### src/rtl/sr_pulse_gen_if.sv
// ============================================================================
// sr_pulse_gen_if : request strobes in, latch drives and status out
// Revision: 1.0
// ============================================================================
`default_nettype none

interface sr_pulse_gen_if;
  logic set_req;
  logic reset_req;
  logic Sbar;
  logic Rbar;
  logic busy;
  logic done;

  modport master (
    output set_req,
    output reset_req,
    input  Sbar,
    input  Rbar,
    input  busy,
    input  done
  );

  modport slave (
    input  set_req,
    input  reset_req,
    output Sbar,
    output Rbar,
    output busy,
    output done
  );
endinterface

`default_nettype wire

### src/rtl/sr_pulse_gen.sv
// ============================================================================
// sr_pulse_gen : fixed-width active-low Sbar/Rbar pulses for a NAND SR latch
// Revision: 1.0
// ============================================================================
`default_nettype none

module sr_pulse_gen #(
  parameter int PULSE_W = 4,
  parameter int GAP_W   = 2,
  parameter int CNT_W   = 8
) (
  input  logic             clock,
  input  logic             reset_n,
  sr_pulse_gen_if.slave    bus
);

  localparam logic [1:0] IDLE  = 2'd0;
  localparam logic [1:0] SET_P = 2'd1;
  localparam logic [1:0] RST_P = 2'd2;
  localparam logic [1:0] GAP   = 2'd3;

  localparam logic [CNT_W-1:0] PULSE_LOAD = CNT_W'(PULSE_W - 1);
  localparam logic [CNT_W-1:0] GAP_LOAD   = CNT_W'(GAP_W - 1);

  logic [1:0]       state;
  logic [1:0]       state_nxt;
  logic [CNT_W-1:0] cnt;
  logic [CNT_W-1:0] cnt_nxt;
  logic             pend_set;
  logic             pend_set_nxt;
  logic             pend_rst;
  logic             pend_rst_nxt;
  logic             sbar_q;
  logic             rbar_q;
  logic             busy_q;
  logic             done_q;

  always_comb begin
    pend_set_nxt = pend_set;
    pend_rst_nxt = pend_rst;
    state_nxt    = state;
    cnt_nxt      = cnt;

    // Latest strobe replaces any pending op; reset wins a same-cycle tie.
    if (bus.reset_req) begin
      pend_rst_nxt = 1'b1;
      pend_set_nxt = 1'b0;
    end else if (bus.set_req) begin
      pend_set_nxt = 1'b1;
      pend_rst_nxt = 1'b0;
    end

    case (state)
      IDLE: begin
        if (pend_rst_nxt) begin
          state_nxt    = RST_P;
          cnt_nxt      = PULSE_LOAD;
          pend_rst_nxt = 1'b0;
        end else if (pend_set_nxt) begin
          state_nxt    = SET_P;
          cnt_nxt      = PULSE_LOAD;
          pend_set_nxt = 1'b0;
        end
      end
      SET_P, RST_P: begin
        if (cnt == '0) begin
          state_nxt = GAP;
          cnt_nxt   = GAP_LOAD;
        end else begin
          cnt_nxt = cnt - 1'b1;
        end
      end
      GAP: begin
        if (cnt == '0) begin
          state_nxt = IDLE;
        end else begin
          cnt_nxt = cnt - 1'b1;
        end
      end
      default: begin
        state_nxt = IDLE;
        cnt_nxt   = '0;
      end
    endcase
  end

  always_ff @(posedge clock or negedge reset_n) begin
    if (!reset_n) begin
      state    <= IDLE;
      cnt      <= '0;
      pend_set <= 1'b0;
      pend_rst <= 1'b0;
    end else begin
      state    <= state_nxt;
      cnt      <= cnt_nxt;
      pend_set <= pend_set_nxt;
      pend_rst <= pend_rst_nxt;
    end
  end

  // Outputs are decoded from the next state so they line up with the state
  // register while still being driven straight from flops.
  always_ff @(posedge clock or negedge reset_n) begin
    if (!reset_n) begin
      sbar_q <= 1'b1;
      rbar_q <= 1'b1;
      busy_q <= 1'b0;
      done_q <= 1'b0;
    end else begin
      sbar_q <= (state_nxt != SET_P);
      rbar_q <= (state_nxt != RST_P);
      busy_q <= (state_nxt != IDLE);
      done_q <= (state_nxt == GAP) && (cnt_nxt == '0);
    end
  end

  assign bus.Sbar = sbar_q;
  assign bus.Rbar = rbar_q;
  assign bus.busy = busy_q;
  assign bus.done = done_q;

endmodule

`default_nettype wire

### src/flat_wrapper.sv
// flat-port wrapper written by rule: the top's interface ports become plain ports
module sr_pulse_gen_flat 
#(
  parameter int PULSE_W = 4,
  parameter int GAP_W   = 2,
  parameter int CNT_W   = 8
)
  (clock, reset_n, bus_set_req, bus_reset_req, bus_Sbar, bus_Rbar, bus_busy, bus_done);
  sr_pulse_gen_if bus_i ();
  input  logic clock;
  input  logic reset_n;
  input wire logic [$bits(bus_i.set_req)-1:0] bus_set_req;
  input wire logic [$bits(bus_i.reset_req)-1:0] bus_reset_req;
  output wire logic [$bits(bus_i.Sbar)-1:0] bus_Sbar;
  output wire logic [$bits(bus_i.Rbar)-1:0] bus_Rbar;
  output wire logic [$bits(bus_i.busy)-1:0] bus_busy;
  output wire logic [$bits(bus_i.done)-1:0] bus_done;
  assign bus_i.set_req = bus_set_req;
  assign bus_i.reset_req = bus_reset_req;
  assign bus_Sbar = bus_i.Sbar;
  assign bus_Rbar = bus_i.Rbar;
  assign bus_busy = bus_i.busy;
  assign bus_done = bus_i.done;
  sr_pulse_gen #(.PULSE_W(PULSE_W), .GAP_W(GAP_W), .CNT_W(CNT_W)) u_core (.clock(clock), .reset_n(reset_n), .bus(bus_i));
endmodule
### config.mk
export PLATFORM = sky130hd
export DESIGN_NAME = sr_pulse_gen_flat
export DESIGN_NICKNAME = d
export VERILOG_FILES = /design/src/rtl/sr_pulse_gen_if.sv /design/src/rtl/sr_pulse_gen.sv /design/src/flat_wrapper.sv
export SDC_FILE = /design/constraint.sdc
export NUM_CORES = 1
export LEC_CHECK = 0
export BUFFER_PORTS_ARGS = -buffer_cell sky130_fd_sc_hd__buf_2
export CAP_MARGIN = 5
export CELL_PAD_IN_SITES_DETAIL_PLACEMENT = 1
export CELL_PAD_IN_SITES_GLOBAL_PLACEMENT = 2
export CORE_ASPECT_RATIO = 0.9
export CORE_MARGIN = 2
export CORE_UTILIZATION = 30
export CTS_BUF_LIST = sky130_fd_sc_hd__clkbuf_8 sky130_fd_sc_hd__clkbuf_16
export CTS_CLUSTER_SIZE = 30
export DETAILED_ROUTE_END_ITERATION = 10
export PLACE_DENSITY_LB_ADDON = 0.1
export SETUP_SLACK_MARGIN = 0.02
export SYNTH_ARGS = -nofsm -noshare
export SYNTH_HDL_FRONTEND = slang
export SYNTH_SLANG_ARGS = --single-unit
### constraint.sdc
create_clock -name clock -period 3.7 [get_ports clock]
set_input_delay 0.37 -clock clock [delete_from_list [all_inputs] [get_ports clock]]
set_output_delay 0.37 -clock clock [all_outputs]
set_load 0.02 [all_outputs]
# Word-level counts from Yosys, hierarchy flattened
# Cells that the tools add are included.
[op_classes]
order_cmp = 0
div = 0
multipliers = 0
mux = 17
n_addsub = 1
bitwise_logic = 0
eq_ne = 6
reduce_logical = 6
shifts = 0
[op_table]
columns = ["op", "count"]
rows = [
  ["$mux W8", 4],
  ["$pmux W8 S3", 1],
  ["$logic_not A8 Y1", 2],
  ["$mux W2", 4],
  ["$sub A8 B1 Y8 const B", 1],
  ["$mux W1", 7],
  ["$eq A2 B2 Y1 const B", 3],
  ["$pmux W2 S3", 1],
  ["$eq A2 B1 Y1 const B", 1],
  ["$logic_not A2 Y1", 1],
  ["$ne A2 B1 Y1 const B", 1],
  ["$ne A2 B2 Y1 const B", 1],
  ["$reduce_bool A2 Y1", 1],
  ["$reduce_or A2 Y1", 1],
  ["$logic_and A1 B1 Y1", 1],
]
[word_totals]
input_bits = 4
mem_bits_ro = 0
mem_bits_rw = 0
output_inout_bits = 4
mem_count = 0
reg_bits = 16
latchBits = 0
wordCells = 38

# Logic depth before layout (Yosys ltp)
[logic_depth]
depth_word = 7
depth_mapped = 11
depth_no_buf = 11

# Least setup slack after synthesis
# No wires, ideal clock.
[synth_timing]
path_type = "register to register"
start = "register u_core.cnt[0]"
end = "register u_core.done_q, in the netlist u_core.bus.done"
n_path_buf = 0
setup_slack_ps = 896
t_arrival_ps = 2709
path_stages_with_launch = 11
period_less_slack_ps = 2804
setup_ps = 96
required_ps = 3604
cell_sequence = "dfrtp_1 > inv_1 > ha_1 > or4b_4 > nor2_2 > inv_1 > ha_1 > a221oi_1 > a21oi_1 > or4_4 > nor4_2"
[synth_between]
elab_chain_cells = 5
word_cells_on_any_way = 13
cone_classes = "add/sub (1); eq/ne (1); mux (8); reduce/logical (3)"
[synth_lines]
columns = ["item", "line_no", "text"]
rows = [
  ["start, declared", "sr_pulse_gen.sv:27", "logic [CNT_W-1:0] cnt;"],
  ["start signal, assigned", "sr_pulse_gen.sv:95", "cnt <= cnt_nxt;"],
  ["$sub A8 B1 Y8, or another cell as far along", "sr_pulse_gen.sv:70, sr_pulse_gen.sv:77", ""],
  ["$mux W8 (on tied branches)", "sr_pulse_gen.sv:74, sr_pulse_gen.sv:66, sr_pulse_gen.sv:55", ""],
  ["$pmux W8 S3 (*)", "sr_pulse_gen.sv:53", "case (state)"],
  ["net u_core.cnt_nxt[0]", "sr_pulse_gen.sv:28", "logic [CNT_W-1:0] cnt_nxt;"],
  ["$logic_not A8 Y1 (*)", "sr_pulse_gen.sv:113", "done_q <= (state_nxt == GAP) && (cnt_nxt == '0);"],
  ["$logic_and A1 B1 Y1 (*)", "sr_pulse_gen.sv:113", ""],
  ["end signal, assigned", "sr_pulse_gen.sv:113", ""],
  ["end, declared", "sr_pulse_gen.sv:36", "logic done_q;"],
]
# The timed path passes the listed nets; every way through them passes the cells marked *.

# Worst setup path in the final report
# Same ends and word-level chain as after synthesis.

==> impl_table.tex <==
\begin{tabular}{lr}
\hline
Metric & Value \\
\hline
\multicolumn{2}{l}{\textbf{Detailed routing}} \\
Via-per-instance ratio & 5.40 \\
Per-cell routed wire length & 16.5 µm \\
Starting DRT DRC Count & 60 \\
Final WL & 2460 µm \\
Post-route DRC violation count & 0 \\
Remaining antenna violation count after routing & 0 \\
Number of vias in the routed layout & 804 \\
Number of detailed-route iterations in the first pass & 4 \\
\multicolumn{2}{l}{\textbf{Worst setup path}} \\
Max FO, Critical Path & 5 \\
Startpoint type of the worst setup path & flop \\
List of cells traversed by the critical path & inv\_1 -> ha\_1 -> or4b\_4 -> nor2\_2 -> inv\_1 -> ha\_1 -> a221oi\_1 -> a21oi\_1 -> or4\_4 -> nor4\_2 \\
Worst stage delay on the critical path & 540 ps \\
Critical path arrival & 3320 ps \\
CP max stage cell & sky130\_fd\_sc\_hd\_\_or4b\_4 \\
Required time of the critical path & 3840 ps \\
Start-to-end type of the worst setup path & reg -> reg \\
Category of the worst setup path capture point & flop \\
\multicolumn{2}{l}{\textbf{Synthesis}} \\
Post-synth design cell area & 948 µm² \\
Total number of yosys warnings & 0 \\
Syn Nets & 105 \\
Post-synthesis instance total & 97 \\
Count of flip-flops with a built-in enable after synthesis & 0 \\
FFs w/ async S/R, synth & 100\% \\
Area share of the leading cell type in the synthesized netlist & 36.9\% \\
Flops \& latches, synth & 16 \\
Biggest area consumer among synthesized cells & sky130\_fd\_sc\_hd\_\_dfrtp\_1 \\
Leading cell type by number of instances after synthesis & sky130\_fd\_sc\_hd\_\_dfrtp\_1 \\
Sequential-to-total area share from yosys stat & 42.5\% \\
Leading post-synthesis cells by instance count & sky130\_fd\_sc\_hd\_\_dfrtp\_1 (14), sky130\_fd\_sc\_hd\_\_inv\_1 (11), sky130\_fd\_sc\_hd\_\_a21oi\_1 (6) \\
Number of library cell types mapped by synthesis & 42 \\
Ys flop type & sky130\_fd\_sc\_hd\_\_dfrtp\_1 \\
Synth area leaders & sky130\_fd\_sc\_hd\_\_dfrtp\_1 (37\%), sky130\_fd\_sc\_hd\_\_dfstp\_2 (5.5\%), sky130\_fd\_sc\_hd\_\_ha\_1 (5.3\%) \\
Average footprint of a synthesized cell & 9.78 µm² \\
\multicolumn{2}{l}{\textbf{Clock network}} \\
Total CTS buffers & 3 \\
Resized Gates After CTS & 0 \\
TritonCTS clock tree & yes \\
H-Tree Level Count & 1 \\
Number of buffers inserted by post-CTS setup repair & 0 \\
Root buffer cell & sky130\_fd\_sc\_hd\_\_clkbuf\_8 \\
CTS sink cnt & 16 \\
Reg clk slew, reported paths & 70 ps \\
CTS Hold Bufs & 0 \\
Maximum clock insertion buffer count & 2 \\
Clock latency on the worst-skew pair & 250 ps \\
\multicolumn{2}{l}{\textbf{Place}} \\
Routability cong. & 0.774 \\
Number of instances in the placed design & 145 \\
Setup Slack @ Placement & 584 ps \\
Detailed Place HPWL & 1880 µm \\
Count of input and output buffers & 7 \\
\multicolumn{2}{l}{\textbf{STA}} \\
Setup tns final & 0 ps \\
Final setup fails & 0 \\
Maximum operating frequency & 314 MHz \\
Worst max-slew margin expressed relative to the limit & 36.1\% \\
Slew at the pin closest to its max-slew limit & 946 ps \\
Final Hold Violating Endpoints & 0 \\
Total count of max-transition violations in the final report & 0 \\
Minimum setup slack in the final design & 518 ps \\
Skew final & 8.14 ps \\
Setup repair after global routing missed its margin & no \\
Portion of the clock cycle consumed by the worst path in the final layout & 86.0\% \\
Shortest clock period the worst path allows after layout & 3180 ps \\
\multicolumn{2}{l}{\textbf{Layout}} \\
Number of nets in the layout & 116 \\
Share of the core filled with cells & 35.5\% \\
Number of fill cells & 384 \\
Antenna cell count & 0 \\
Area of all sequential standard cells & 403 µm² \\
Non-filler instance count after layout & 149 \\
Proportion of layout cells with a drive suffix above 1 & 20.6\% \\
Area growth from synthesis to layout & 13.9\% \\
Area taken by multi-input logic gates & 495 µm² \\
\multicolumn{2}{l}{\textbf{Worst hold path}} \\
HP Class & in -> async \\
\multicolumn{2}{l}{\textbf{Global routing}} \\
Global-route wire length before repair & 4140 µm \\
Largest net degree at the start of global routing & 17 \\
Met2 capacity usage during global routing & 24.0\% \\
Met3 track demand over resource & 4.14\% \\
Via count of the first global-routing pass & 840 \\
Highest-utilization routing layer at the global route stage & met2 \\
Met1 GRT Util & 21.0\% \\
Overall overflow remaining after global route & 0 \\
Overall track demand over capacity in global routing & 15.1\% \\
Antenna violations before repair & 0 \\
\multicolumn{2}{l}{\textbf{Power and ir drop}} \\
Static leakage & 0.486 nW \\
Areal power density over the cells & 989 nW/µm² \\
Total power draw & 1.07 mW \\
Maximum resistive drop on vdd & 0.378 mV \\
\multicolumn{2}{l}{\textbf{Floorplan}} \\
Area of the die & 3630 µm² \\
DIE WIDTH & 63.3 µm \\
Area of the core region & 3040 µm² \\
Std cell rows & 19 \\
Boundary pin count & 8 \\
Die height & 57.3 µm \\
Initial cell density of the core & 31.2\% \\
\multicolumn{2}{l}{\textbf{Run status}} \\
Status & complete, no violations \\
\multicolumn{2}{l}{\textbf{Flow run}} \\
Maxcap violations & 0 \\
\hline
\end{tabular}
[where the power goes]
part	leakage, nW	total, mW	switching [mW]	internal, mW
Clock	0.0269	0.135	0.0618	0.0736
Combinational	0.256	0.604	0.359	0.245
Sequential	0.203	0.329	0.0795	0.249
[cell usage in the layout, fill, tap and decap left out, drive strengths merged, types with 3 or more instances in the layout]
master   n
nand3    5
inv     12
nor3     5
a21oi    6
clkbuf   3
o22ai    3
o21ai    5
nand2    5
nor2     3
dfrtp   14
ha       4
buf      8
[sequential cells by signal, summed over array words and instances (netlist names)]
signal and count:
u_core.state 2, u_core.pend_set 1, u_core.pend_rst 1, u_core.bus.Sbar 1, u_core.cnt 8, u_core.bus.busy 1, u_core.bus.Rbar 1, u_core.bus.done 1
[cells by family after synthesis]
group                      Yosys count  share of synthesized area, %
and+or+nand+nor                     37                          25.2
AOI/OAI and AO/OA                   26                          20.8
DFF                                 16                          42.5
buffers and inverters               13                          5.28
adders and majority gates            4                          5.28
xor gates and xnor gates             1                         0.924
[final timing paths]
kind                          startpoint         endpoint  slack (ps)  cells past startpoint
min in group clock         bus_reset_req  u_core.pend_set         330                      2
min reg2reg                u_core.cnt[4]    u_core.cnt[4]         600                      1
max reg2reg                u_core.cnt[0]  u_core.bus.done         520                     10
max in group asynchronous        reset_n  u_core.bus.Rbar        3360                      1
min                              reset_n    u_core.cnt[2]          20                      1
max                        u_core.cnt[0]  u_core.bus.done         520                     10
[final cells by class]
cell class                      instances  area share (%)
Clock inverter                          1           0.348
Multi-Input combinational cell         68            45.9
Sequential cell                        16            37.3
Clock buffer                            3            3.82
Inverter                               11            3.82
Tap cell                               42            4.87
Timing Repair Buffer                    8            3.94
[routing by layer]
metal,wire [µm],vias to the layer above
li1,-,385
met1,1240,407
met2,1140,10
met3,60,2
met4,17,0
met5,0,-
[worst max-delay path, delay by kind of cell, from the launching register on]
family          cells  cell delay, ps
simple gates        4            1560
fa+ha+maj           2             520
flops               1             430
compound gates      2             360
buf+inv             2             200
[per-stage QoR]
step / hold slack (ps) / area [µm²]
2_1_floorplan: 74.4 / 948
3_3_place_gp: 314 / 1030
3_5_place_dp: 321 / 1030
4_1_cts: 41.5 / 1080
5_1_grt: 50.1 / 1080
6_report: 19.5 / 1080
(Power assumes the default switching activity.)
